$ cat src/rtl/eth_tx_frame_arbiter.sv
// -----------------------------------------------------------------------------
// eth_tx_frame_arbiter
//
// Frame-granular round-robin arbiter sharing the MAC TX FIFO AXI-stream input
// among NUM_PORTS sources. A grant is taken in IDLE, held from the first beat
// to tlast, and released through a one-cycle IDLE bubble. Frames longer than
// MAX_FRAME_BEATS are cut: the last forwarded beat carries tlast=1/tuser=1 and
// the rest of the source frame is drained and discarded.
//
// Handshake semantics: a beat moves on an interface in any cycle where both
// tvalid and tready are high at the rising clock edge. m_axis_tvalid never
// depends on m_axis_tready. s_axis_tready depends on m_axis_tready in PASS
// (pure pass-through) and is 1 for the granted port in DRAIN.
//
// Ports
//   logic_clk, logic_rst   clock, synchronous active-high reset
//   s_axis_*               per-port source streams, port i at slice i
//   m_axis_*               merged stream towards the MAC TX FIFO
//   port_enable            per-port arbitration eligibility (sampled in IDLE)
//   grant                  one-hot current owner, 0 in IDLE
//   busy                   1 in PASS or DRAIN
//   frame_done             1-cycle pulse after an m_axis tlast handshake
//   oversize               1-cycle pulse on the bit of a truncated port
//   dbg_state              FSM state (IDLE=0, PASS=1, DRAIN=2)
// -----------------------------------------------------------------------------
module eth_tx_frame_arbiter #(
  parameter int NUM_PORTS       = 2,
  parameter int DATA_WIDTH      = 8,
  parameter int KEEP_WIDTH      = DATA_WIDTH / 8,
  parameter int MAX_FRAME_BEATS = 1518
) (
  input  logic                             logic_clk,
  input  logic                             logic_rst,
  input  logic [NUM_PORTS*DATA_WIDTH-1:0]  s_axis_tdata,
  input  logic [NUM_PORTS*KEEP_WIDTH-1:0]  s_axis_tkeep,
  input  logic [NUM_PORTS-1:0]             s_axis_tvalid,
  output logic [NUM_PORTS-1:0]             s_axis_tready,
  input  logic [NUM_PORTS-1:0]             s_axis_tlast,
  input  logic [NUM_PORTS-1:0]             s_axis_tuser,
  output logic [DATA_WIDTH-1:0]            m_axis_tdata,
  output logic [KEEP_WIDTH-1:0]            m_axis_tkeep,
  output logic                             m_axis_tvalid,
  input  logic                             m_axis_tready,
  output logic                             m_axis_tlast,
  output logic                             m_axis_tuser,
  input  logic [NUM_PORTS-1:0]             port_enable,
  output logic [NUM_PORTS-1:0]             grant,
  output logic                             busy,
  output logic                             frame_done,
  output logic [NUM_PORTS-1:0]             oversize,
  output logic [1:0]                       dbg_state
);

  localparam int CNT_W = $clog2(MAX_FRAME_BEATS + 1);
  localparam int PTR_W = $clog2(NUM_PORTS);
  localparam logic [CNT_W-1:0] LIMIT     = CNT_W'(MAX_FRAME_BEATS - 1);
  localparam logic [PTR_W-1:0] LAST_PORT = PTR_W'(NUM_PORTS - 1);

  typedef enum logic [1:0] {
    ST_IDLE  = 2'd0,
    ST_PASS  = 2'd1,
    ST_DRAIN = 2'd2
  } state_t;

  state_t               r_state, w_state_nxt;
  logic [NUM_PORTS-1:0] r_grant, w_grant_nxt;
  logic [PTR_W-1:0]     r_gidx, w_gidx_nxt;
  logic [PTR_W-1:0]     r_ptr, w_ptr_nxt;
  logic [CNT_W-1:0]     r_count, w_count_nxt;
  logic                 r_frame_done, w_frame_done_nxt;
  logic [NUM_PORTS-1:0] r_oversize, w_oversize_nxt;

  // Granted-port view of the source buses.
  logic [DATA_WIDTH-1:0] w_src_data;
  logic [KEEP_WIDTH-1:0] w_src_keep;
  logic                  w_src_valid;
  logic                  w_src_last;
  logic                  w_src_user;

  assign w_src_data  = s_axis_tdata[r_gidx*DATA_WIDTH +: DATA_WIDTH];
  assign w_src_keep  = s_axis_tkeep[r_gidx*KEEP_WIDTH +: KEEP_WIDTH];
  assign w_src_valid = s_axis_tvalid[r_gidx];
  assign w_src_last  = s_axis_tlast[r_gidx];
  assign w_src_user  = s_axis_tuser[r_gidx];

  // Round-robin pick: first requester at (ptr+1), (ptr+2), ... with wrap.
  // The loop runs from the farthest candidate to the nearest so that the
  // nearest requester is the final assignment.
  logic [NUM_PORTS-1:0] w_req;
  logic                 w_req_any;
  logic [PTR_W-1:0]     w_pick;
  logic [PTR_W-1:0]     w_cand;

  always_comb begin
    w_req     = s_axis_tvalid & port_enable;
    w_req_any = 1'b0;
    w_pick    = '0;
    w_cand    = '0;
    for (int k = NUM_PORTS; k >= 1; k--) begin
      w_cand = PTR_W'((int'(r_ptr) + k) % NUM_PORTS);
      if (w_req[w_cand]) begin
        w_pick    = w_cand;
        w_req_any = 1'b1;
      end
    end
  end

  // The beat sitting at the length limit without tlast becomes the
  // truncation beat; its tlast/tuser are forced while it is presented.
  logic w_at_limit;

  always_comb begin
    w_state_nxt      = r_state;
    w_grant_nxt      = r_grant;
    w_gidx_nxt       = r_gidx;
    w_ptr_nxt        = r_ptr;
    w_count_nxt      = r_count;
    w_frame_done_nxt = 1'b0;
    w_oversize_nxt   = '0;
    w_at_limit       = (r_count == LIMIT) && !w_src_last;
    s_axis_tready    = '0;
    m_axis_tdata     = '0;
    m_axis_tkeep     = '0;
    m_axis_tvalid    = 1'b0;
    m_axis_tlast     = 1'b0;
    m_axis_tuser     = 1'b0;

    case (r_state)
      ST_IDLE: begin
        if (w_req_any) begin
          w_state_nxt = ST_PASS;
          w_gidx_nxt  = w_pick;
          w_grant_nxt = NUM_PORTS'(1) << w_pick;
        end
      end

      ST_PASS: begin
        m_axis_tdata  = w_src_data;
        m_axis_tkeep  = w_src_keep;
        m_axis_tvalid = w_src_valid;
        m_axis_tlast  = w_src_last | w_at_limit;
        m_axis_tuser  = w_src_user | w_at_limit;
        s_axis_tready = r_grant & {NUM_PORTS{m_axis_tready}};
        if (w_src_valid && m_axis_tready) begin
          w_count_nxt = r_count + 1'b1;
          if (w_src_last || w_at_limit) begin
            w_frame_done_nxt = 1'b1;
            w_ptr_nxt        = r_gidx;
            w_count_nxt      = '0;
            if (w_src_last) begin
              w_state_nxt = ST_IDLE;
              w_grant_nxt = '0;
            end else begin
              w_state_nxt    = ST_DRAIN;
              w_oversize_nxt = r_grant;
            end
          end
        end
      end

      ST_DRAIN: begin
        // Source keeps its grant so the tail of the oversize frame is
        // swallowed here instead of leaking into the next arbitration.
        s_axis_tready = r_grant;
        if (w_src_valid && w_src_last) begin
          w_state_nxt = ST_IDLE;
          w_grant_nxt = '0;
        end
      end

      default: begin
        w_state_nxt = ST_IDLE;
        w_grant_nxt = '0;
      end
    endcase
  end

  always_ff @(posedge logic_clk) begin
    if (logic_rst) begin
      r_state      <= ST_IDLE;
      r_grant      <= '0;
      r_gidx       <= '0;
      r_ptr        <= LAST_PORT;
      r_count      <= '0;
      r_frame_done <= 1'b0;
      r_oversize   <= '0;
    end else begin
      r_state      <= w_state_nxt;
      r_grant      <= w_grant_nxt;
      r_gidx       <= w_gidx_nxt;
      r_ptr        <= w_ptr_nxt;
      r_count      <= w_count_nxt;
      r_frame_done <= w_frame_done_nxt;
      r_oversize   <= w_oversize_nxt;
    end
  end

  assign grant      = r_grant;
  assign busy       = (r_state != ST_IDLE);
  assign frame_done = r_frame_done;
  assign oversize   = r_oversize;
  assign dbg_state  = r_state;

endmodule

$ cat config.mk
export PLATFORM = sky130hd
export DESIGN_NAME = eth_tx_frame_arbiter
export DESIGN_NICKNAME = d
export VERILOG_FILES = /design/src/rtl/eth_tx_frame_arbiter.sv
export SDC_FILE = /design/constraint.sdc
export NUM_CORES = 1
export LEC_CHECK = 0
export ABC_AREA = 1
export CORE_AREA = 2 2 71 73
export CTS_CLUSTER_SIZE = 25
export DETAILED_ROUTE_END_ITERATION = 16
export DIE_AREA = 0 0 73 75
export HOLD_SLACK_MARGIN = 0.1
export PLACE_DENSITY_LB_ADDON = 0.15
export SLEW_MARGIN = 40
export SYNTH_ARGS = -nofsm -noshare
export SYNTH_HDL_FRONTEND = slang
export SYNTH_SLANG_ARGS = --single-unit
$ cat constraint.sdc
create_clock -name logic_clk -period 3.79 [get_ports logic_clk]
set_input_delay 0.5685 -clock logic_clk [delete_from_list [all_inputs] [get_ports logic_clk]]
set_output_delay 0.5685 -clock logic_clk [all_outputs]
set_load 0.005 [all_outputs]
==> results.yml, run 1 <==
hold_path:
  holdPathStages: 2
  hold_class: "reg2reg"
  hold_path_startpoint: "grant[0]$_SDFFE_PP0P_"
  worstHoldEndpoint: "oversize[0]$_SDFF_PP0_"
critical_path:
  cp_slowest_stage_delay_ps: 570
  worst_r2r_src: "dbg_state[1]$_SDFFE_PP0P_"
  r2r-end: "r_count[10]$_SDFFE_PP0N_"
  timing.critical_path.cells: "inv_1, ha_1, inv_1, o32ai_1, clkdlybuf4s50_1"
  crit_slowest_cell: "sky130_fd_sc_hd__clkdlybuf4s50_1"
  cp.arrival_ps: 2260
  timing.critical_path.mode_cell: "sky130_fd_sc_hd__inv_1"
  endpoint_kind: "output port"
  cp.depth: 5
  worstPathRequired_ps: 3220
  worstSetupPathType: "reg2out"
  worst_setup_path_start_kind: "flip-flop"
  cp_bufs_invs: 3
  critical_path_peak_fanout: 16
  path_delay_family: "buffers and inverters"
  rrSetupSlack_ps: 2020
  reg2regPathDepth: 9
global_route:
  grt.met2_usage_pct: 23.2
  grt_pass1_wl_um: 6040
  grt_util_all_layers_pct: 14.2
  grt_start_max_net_pins: 17
  vias_in_the_first_global_route: 1331
  gr-usage-met1_pct: 18.4
  grt-busiest-layer: "met2"
  antenna_found_initial: 0
  gr-usage-met3_pct: 3.08
  gr-total-overflow: 0
timing:
  post-route-min-period_ps: 2830
  worst_slew_margin_rel_pct: 63.7
  report.final.slew_viol_count: 0
  rsz_0062_raised_after_global_routing: "no"
  post-route-period-util_pct: 74.7
  achievable-frequency_ghz: 0.353
  setup_tns_ps: 0
  finalHoldViolations: 0
  finClkSkew_ps: 2.11
  finalSetupViolCount: 0
  worst-slew-pin-transition_ps: 544
place:
  portBuffers: 50
  place_congestion: 0.761
  dp_hpwl_um: 2840
clock_network:
  cts_root_buf: "sky130_fd_sc_hd__clkbuf_8"
  clkSlewWorstSetupHoldPaths_ps: 80
  cts_made_buffers: 3
  cts_tree: "built"
  post_cts_resized: 0
  cts_hold_buf: 0
  cts-root-to-sink-buffers: 2
  clock-sinks: 20
  postCtsSetupBuffers: 0
  cts_max_level: 1
  clkLatencyLatePin_ps: 260
route:
  post-route-drc-count: 0
  vias: 1461
  postRouteWirelength_um: 3610
  routedWlPerCell_um: 11.0
  violation_count_after_the_first_detailed_route_iteration: 45
  detail_route.first_pass.iterations: 4
  antenna_left: 0
  avgViaCountPerCell: 4.47
floorplan:
  fp-row-count: 25
  design.die.area_mm2: 0.00548
  floorplan.core_area_mm2: 0.00466
  io_pins: 51
  die_height_um: 75
  initial_core_util_pct: 29.6
  floorplan.die.width_um: 73
final_layout:
  fin_nets: 308
  multi_input_comb_area_um2: 842
  area_delta_synth_final_pct: 44.8
  register_area_um2: 400
  antennaDiodeCount: 0
  utilization_pct: 42.9
  drive_gt1_share_pct: 10.6
  fillers: 492
synthesis:
  postSynthNetCount: 255
  netlist-cell-type-count: 23
  post_synth_inst_count: 221
  cell_area_after_technology_mapping_mm2: 0.00138
  portion_of_the_post_synthesis_area_used_by_sequential_elements_pct: 29.0
  ys_warns: 0
  ys_ff_latch: 20
  post_synth.cell_area_avg_um2: 6.25
power:
  peakVddDrop_uv: 262
  power_per_cell_area_mw_per_mm2: 447
  p_leak_nw: 0.869
  design_power_total_mw: 0.895
run:
  timing.max_cap.violations: 0
run_status:
  status: "complete, no violations"
==> cell usage in the layout, fill, tap and decap left out <==
| cell | count |
|---|---|
| sky130_fd_sc_hd__nand3_2 | 4 |
| sky130_fd_sc_hd__nor2_4 | 3 |
| sky130_fd_sc_hd__o21ai_1 | 1 |
| sky130_fd_sc_hd__dfxtp_1 | 20 |
| sky130_fd_sc_hd__nand2_1 | 51 |
| sky130_fd_sc_hd__inv_2 | 5 |
| sky130_fd_sc_hd__ha_1 | 5 |
| sky130_fd_sc_hd__clkdlybuf4s50_1 | 50 |
| sky130_fd_sc_hd__nand2_4 | 3 |
| sky130_fd_sc_hd__nor2_1 | 46 |
| sky130_fd_sc_hd__nand4_4 | 1 |
| sky130_fd_sc_hd__nand4_1 | 3 |
| sky130_fd_sc_hd__nor3_1 | 5 |
| sky130_fd_sc_hd__buf_4 | 1 |
| sky130_fd_sc_hd__xor2_1 | 2 |
| sky130_fd_sc_hd__o32ai_1 | 1 |
| sky130_fd_sc_hd__xnor2_1 | 1 |
| sky130_fd_sc_hd__nand3_1 | 14 |
| sky130_fd_sc_hd__clkbuf_8 | 4 |
| sky130_fd_sc_hd__nand2_2 | 6 |
| sky130_fd_sc_hd__nor2_2 | 1 |
| sky130_fd_sc_hd__a21oi_2 | 1 |
| sky130_fd_sc_hd__inv_1 | 29 |
| sky130_fd_sc_hd__o21ai_0 | 11 |
| sky130_fd_sc_hd__a21oi_1 | 5 |
==> routing by layer <==
metal  vias up  wire (µm)
met1       620       1770
li1        788          -
met4         0         50
met5         -          0
met2        49       1540
met3         4        243
==> cell usage after synthesis, drive strengths merged <==
library cell | instances | area share, %
nand2 | 60 | 19
nor2 | 50 | 15
inv | 34 | 9.2
dfxtp | 20 | 29
nand3 | 18 | 8.0
o21ai | 12 | 4.3
a21oi | 6 | 2.4
ha | 5 | 4.5
nor3 | 5 | 1.8
nand4 | 4 | 2.9
clkbuf | 3 | 0.82
xor2 | 2 | 1.3
o32ai | 1 | 0.63
xnor2 | 1 | 0.63
==> registers in the layout (all words and copies together), names as in the netlist <==
name        flops
r_gidx          1
oversize        2
frame_done      1
grant           2
r_ptr           1
r_count        11
dbg_state       2
==> cells by family (layout without fill, tap and decap cells) <==
group                      after synthesis  in the layout  share of synthesized area, %
AOI/OAI and AO/OA                       19             19                          7.43
xor gates and xnor gates                 3              3                          1.90
DFF                                     20             20                          29.0
and+or+nand+nor                        137            137                          47.1
adders and majority gates                5              5                          4.53
buffers and inverters                   37             89                          10.1
==> cell type report <==
class	count	area share (%)
Multi-Input combinational cell	164	42.1
Tap cell	54	3.38
Timing Repair Buffer	51	25.4
Inverter	34	6.38
Sequential cell	20	20.0
Clock buffer	4	2.75
==> worst reg2reg max path, stage by stage, from the launching register on <==
cell and delay, ps:
sky130_fd_sc_hd__dfxtp_1 340, sky130_fd_sc_hd__inv_1 80, sky130_fd_sc_hd__ha_1 500, sky130_fd_sc_hd__nand2_1 130
sky130_fd_sc_hd__inv_2 150, sky130_fd_sc_hd__nand4_4 140, sky130_fd_sc_hd__nor2_4 160, sky130_fd_sc_hd__nand3_1 90
sky130_fd_sc_hd__nand2_1 70, sky130_fd_sc_hd__nor2_1 30
==> where the power goes <==
part / switching (mW) / leakage (nW) / internal, mW
combinational: 0.242 / 0.678 / 0.227
clock: 0.0764 / 0.0288 / 0.0927
sequential: 0.0232 / 0.162 / 0.234
total: 0.341 / 0.869 / 0.553
==> worst max-delay path by stage <==
stage                                   start                to  slack (ps)
global placement                m_axis_tready  s_axis_tready[0]        1200
floorplan           dbg_state[1]$_SDFFE_PP0P_      m_axis_tuser        2110
finish              dbg_state[1]$_SDFFE_PP0P_      m_axis_tuser         960
CTS                 dbg_state[1]$_SDFFE_PP0P_      m_axis_tuser         920
global route        dbg_state[1]$_SDFFE_PP0P_      m_axis_tuser         720
detailed placement            s_axis_tlast[1]      m_axis_tlast        1180
==> metrics by stage <==
stage          hold WS, ps  std cells  cell area, µm²  worst slack (ps)
6_report               512        327            2000               959
5_1_grt                537        327            2000               715
2_1_floorplan          442        221            1380              2110
3_5_place_dp           497        323            1950              1180
4_1_cts                510        327            2000               924
3_3_place_gp           494        323            1950              1200
No activity file was read; power rests on OpenSTA's default activity.
==> run 2: changes to the inputs <==
Clock period 3.79 ns to 2.59 ns, I/O delays scaled along.
==> results.yml, run 2 (synthesis gave the netlist of run 1 again) <==
floorplan:
  fp-row-count: 25
  design.die.area_mm2: 0.00548
  floorplan.core_area_mm2: 0.00466
  die_height_um: 75
  initial_core_util_pct: 29.6
  io_pins: 51
  floorplan.die.width_um: 73
clock_network:
  cts_root_buf: "sky130_fd_sc_hd__clkbuf_8"
  clock-sinks: 20
  cts_max_level: 1
  cts_tree: "built"
  cts_hold_buf: 0
  cts-root-to-sink-buffers: 2
  clkSlewWorstSetupHoldPaths_ps: 80
  clkLatencyLatePin_ps: 260
  cts_made_buffers: 3
timing:
  achievable-frequency_ghz: 0.425
  finalSetupViolCount: 0
  report.final.slew_viol_count: 0
  rsz_0062_raised_after_global_routing: "no"
  post-route-period-util_pct: 90.9
  finClkSkew_ps: 5.07
  setup_tns_ps: 0
  post-route-min-period_ps: 2350
  worst-slew-pin-transition_ps: 284
  finalHoldViolations: 0
  worst_slew_margin_rel_pct: 81.1
route:
  detail_route.first_pass.iterations: 4
  antenna_left: 0
  routedWlPerCell_um: 11.2
  postRouteWirelength_um: 3670
  avgViaCountPerCell: 4.44
  violation_count_after_the_first_detailed_route_iteration: 34
  vias: 1456
  post-route-drc-count: 0
global_route:
  grt_pass1_wl_um: 6170
  antenna_found_initial: 0
  grt_start_max_net_pins: 14
  grt_util_all_layers_pct: 14.3
  gr-total-overflow: 0
  vias_in_the_first_global_route: 1333
final_layout:
  area_delta_synth_final_pct: 45.6
  largest_register: "r_count"
  layout.cells.most_common: "sky130_fd_sc_hd__nand2_1"
  fillers: 509
  largest_reg_flops: 11
  drive_gt1_share_pct: 11.3
  antennaDiodeCount: 0
  layout.cells.non_filler: 328
  fin_nets: 309
  most-common-layout-cells: "51 x sky130_fd_sc_hd__nand2_1, 50 x sky130_fd_sc_hd__clkdlybuf4s50_1, 46 x sky130_fd_sc_hd__nor2_1, 29 x sky130_fd_sc_hd__inv_1, 20 x sky130_fd_sc_hd__dfxtp_1"
power:
  peakVddDrop_uv: 400
  p_leak_nw: 0.873
  power_per_cell_area_mw_per_mm2: 658
  design_power_total_mw: 1.32
hold_path:
  hold_class: "reg2reg"
run:
  timing.max_cap.violations: 0
critical_path:
  worstSetupPathType: "reg2out"
  critical_path_peak_fanout: 13
  worstPathRequired_ps: 2200
  endpoint_kind: "output port"
  cp.arrival_ps: 1970
  worst_setup_path_start_kind: "flip-flop"
place:
  dp_hpwl_um: 2940
  place_congestion: 0.836
  portBuffers: 50
  place.detailed.instances: 324
run_status:
  status: "complete, no violations"
## run 2: cell count changes in the layout (fill, tap and decap cells not counted)
cell                    change
sky130_fd_sc_hd__buf_4      +1
sky130_fd_sc_hd__ha_1       -1
sky130_fd_sc_hd__ha_2       +1
## run 2: final timing paths
kind / from / end / slack [ps] / cells past startpoint
setup / recovery: r_gidx$_SDFFE_PP0P_ / m_axis_tuser / 240 / 5
hold / removal: r_ptr$_SDFFE_PP1P_ / r_ptr$_SDFFE_PP1P_ / 500 / 2
hold reg to reg: r_ptr$_SDFFE_PP1P_ / r_ptr$_SDFFE_PP1P_ / 500 / 2
setup reg to reg: dbg_state[1]$_SDFFE_PP0P_ / r_count[10]$_SDFFE_PP0N_ / 1090 / 10
## run 2: final cells by class
type / instances / area [µm²] / share of cell area, %
Multi-Input combinational cell: 164 / 845 / 42.0
Timing Repair Buffer: 52 / 515 / 25.6
Inverter: 34 / 128 / 6.35
Tap cell: 54 / 67.6 / 3.36
Clock buffer: 4 / 55.1 / 2.74
Sequential cell: 20 / 400 / 19.9
## run 2: metal layers
metal	vias to the layer above	share of wire, %	global-route usage [%]
li1	787	-	-
met1	627	48	18.6
met2	40	44	23.8
met3	2	6.4	2.95
met4	0	0.90	4.32
met5	-	0	0
## run 2: critical path: stages, from the launching register on
cell                              delay (ps)
sky130_fd_sc_hd__dfxtp_1                 460
sky130_fd_sc_hd__inv_2                   170
sky130_fd_sc_hd__nand2_2                 140
sky130_fd_sc_hd__nand2_4                  90
sky130_fd_sc_hd__o32ai_1                 280
sky130_fd_sc_hd__clkdlybuf4s50_1         560
## run 2: timing repair
action	CTS	global route
setup buffers	0	0
setup endpoints to repair	0	3
gates resized for setup	0	1
## run 2: through the flow
stage	utilization, %	instance area, µm²	worst slack [ps]	hold slack, ps
floorplan	-	1380	1090	442
CTS	43.1	2010	142	514
detailed placement	41.9	1950	348	494
global placement	41.9	1950	371	489
finish	43.1	2010	236	500
global route	43.1	2010	93.0	546
## run 2: where the power goes
group / internal (mW) / switching (mW) / leakage, nW
registers: 0.343 / 0.0419 / 0.162
clock network: 0.135 / 0.106 / 0.0288
logic: 0.341 / 0.356 / 0.682
total: 0.820 / 0.504 / 0.873
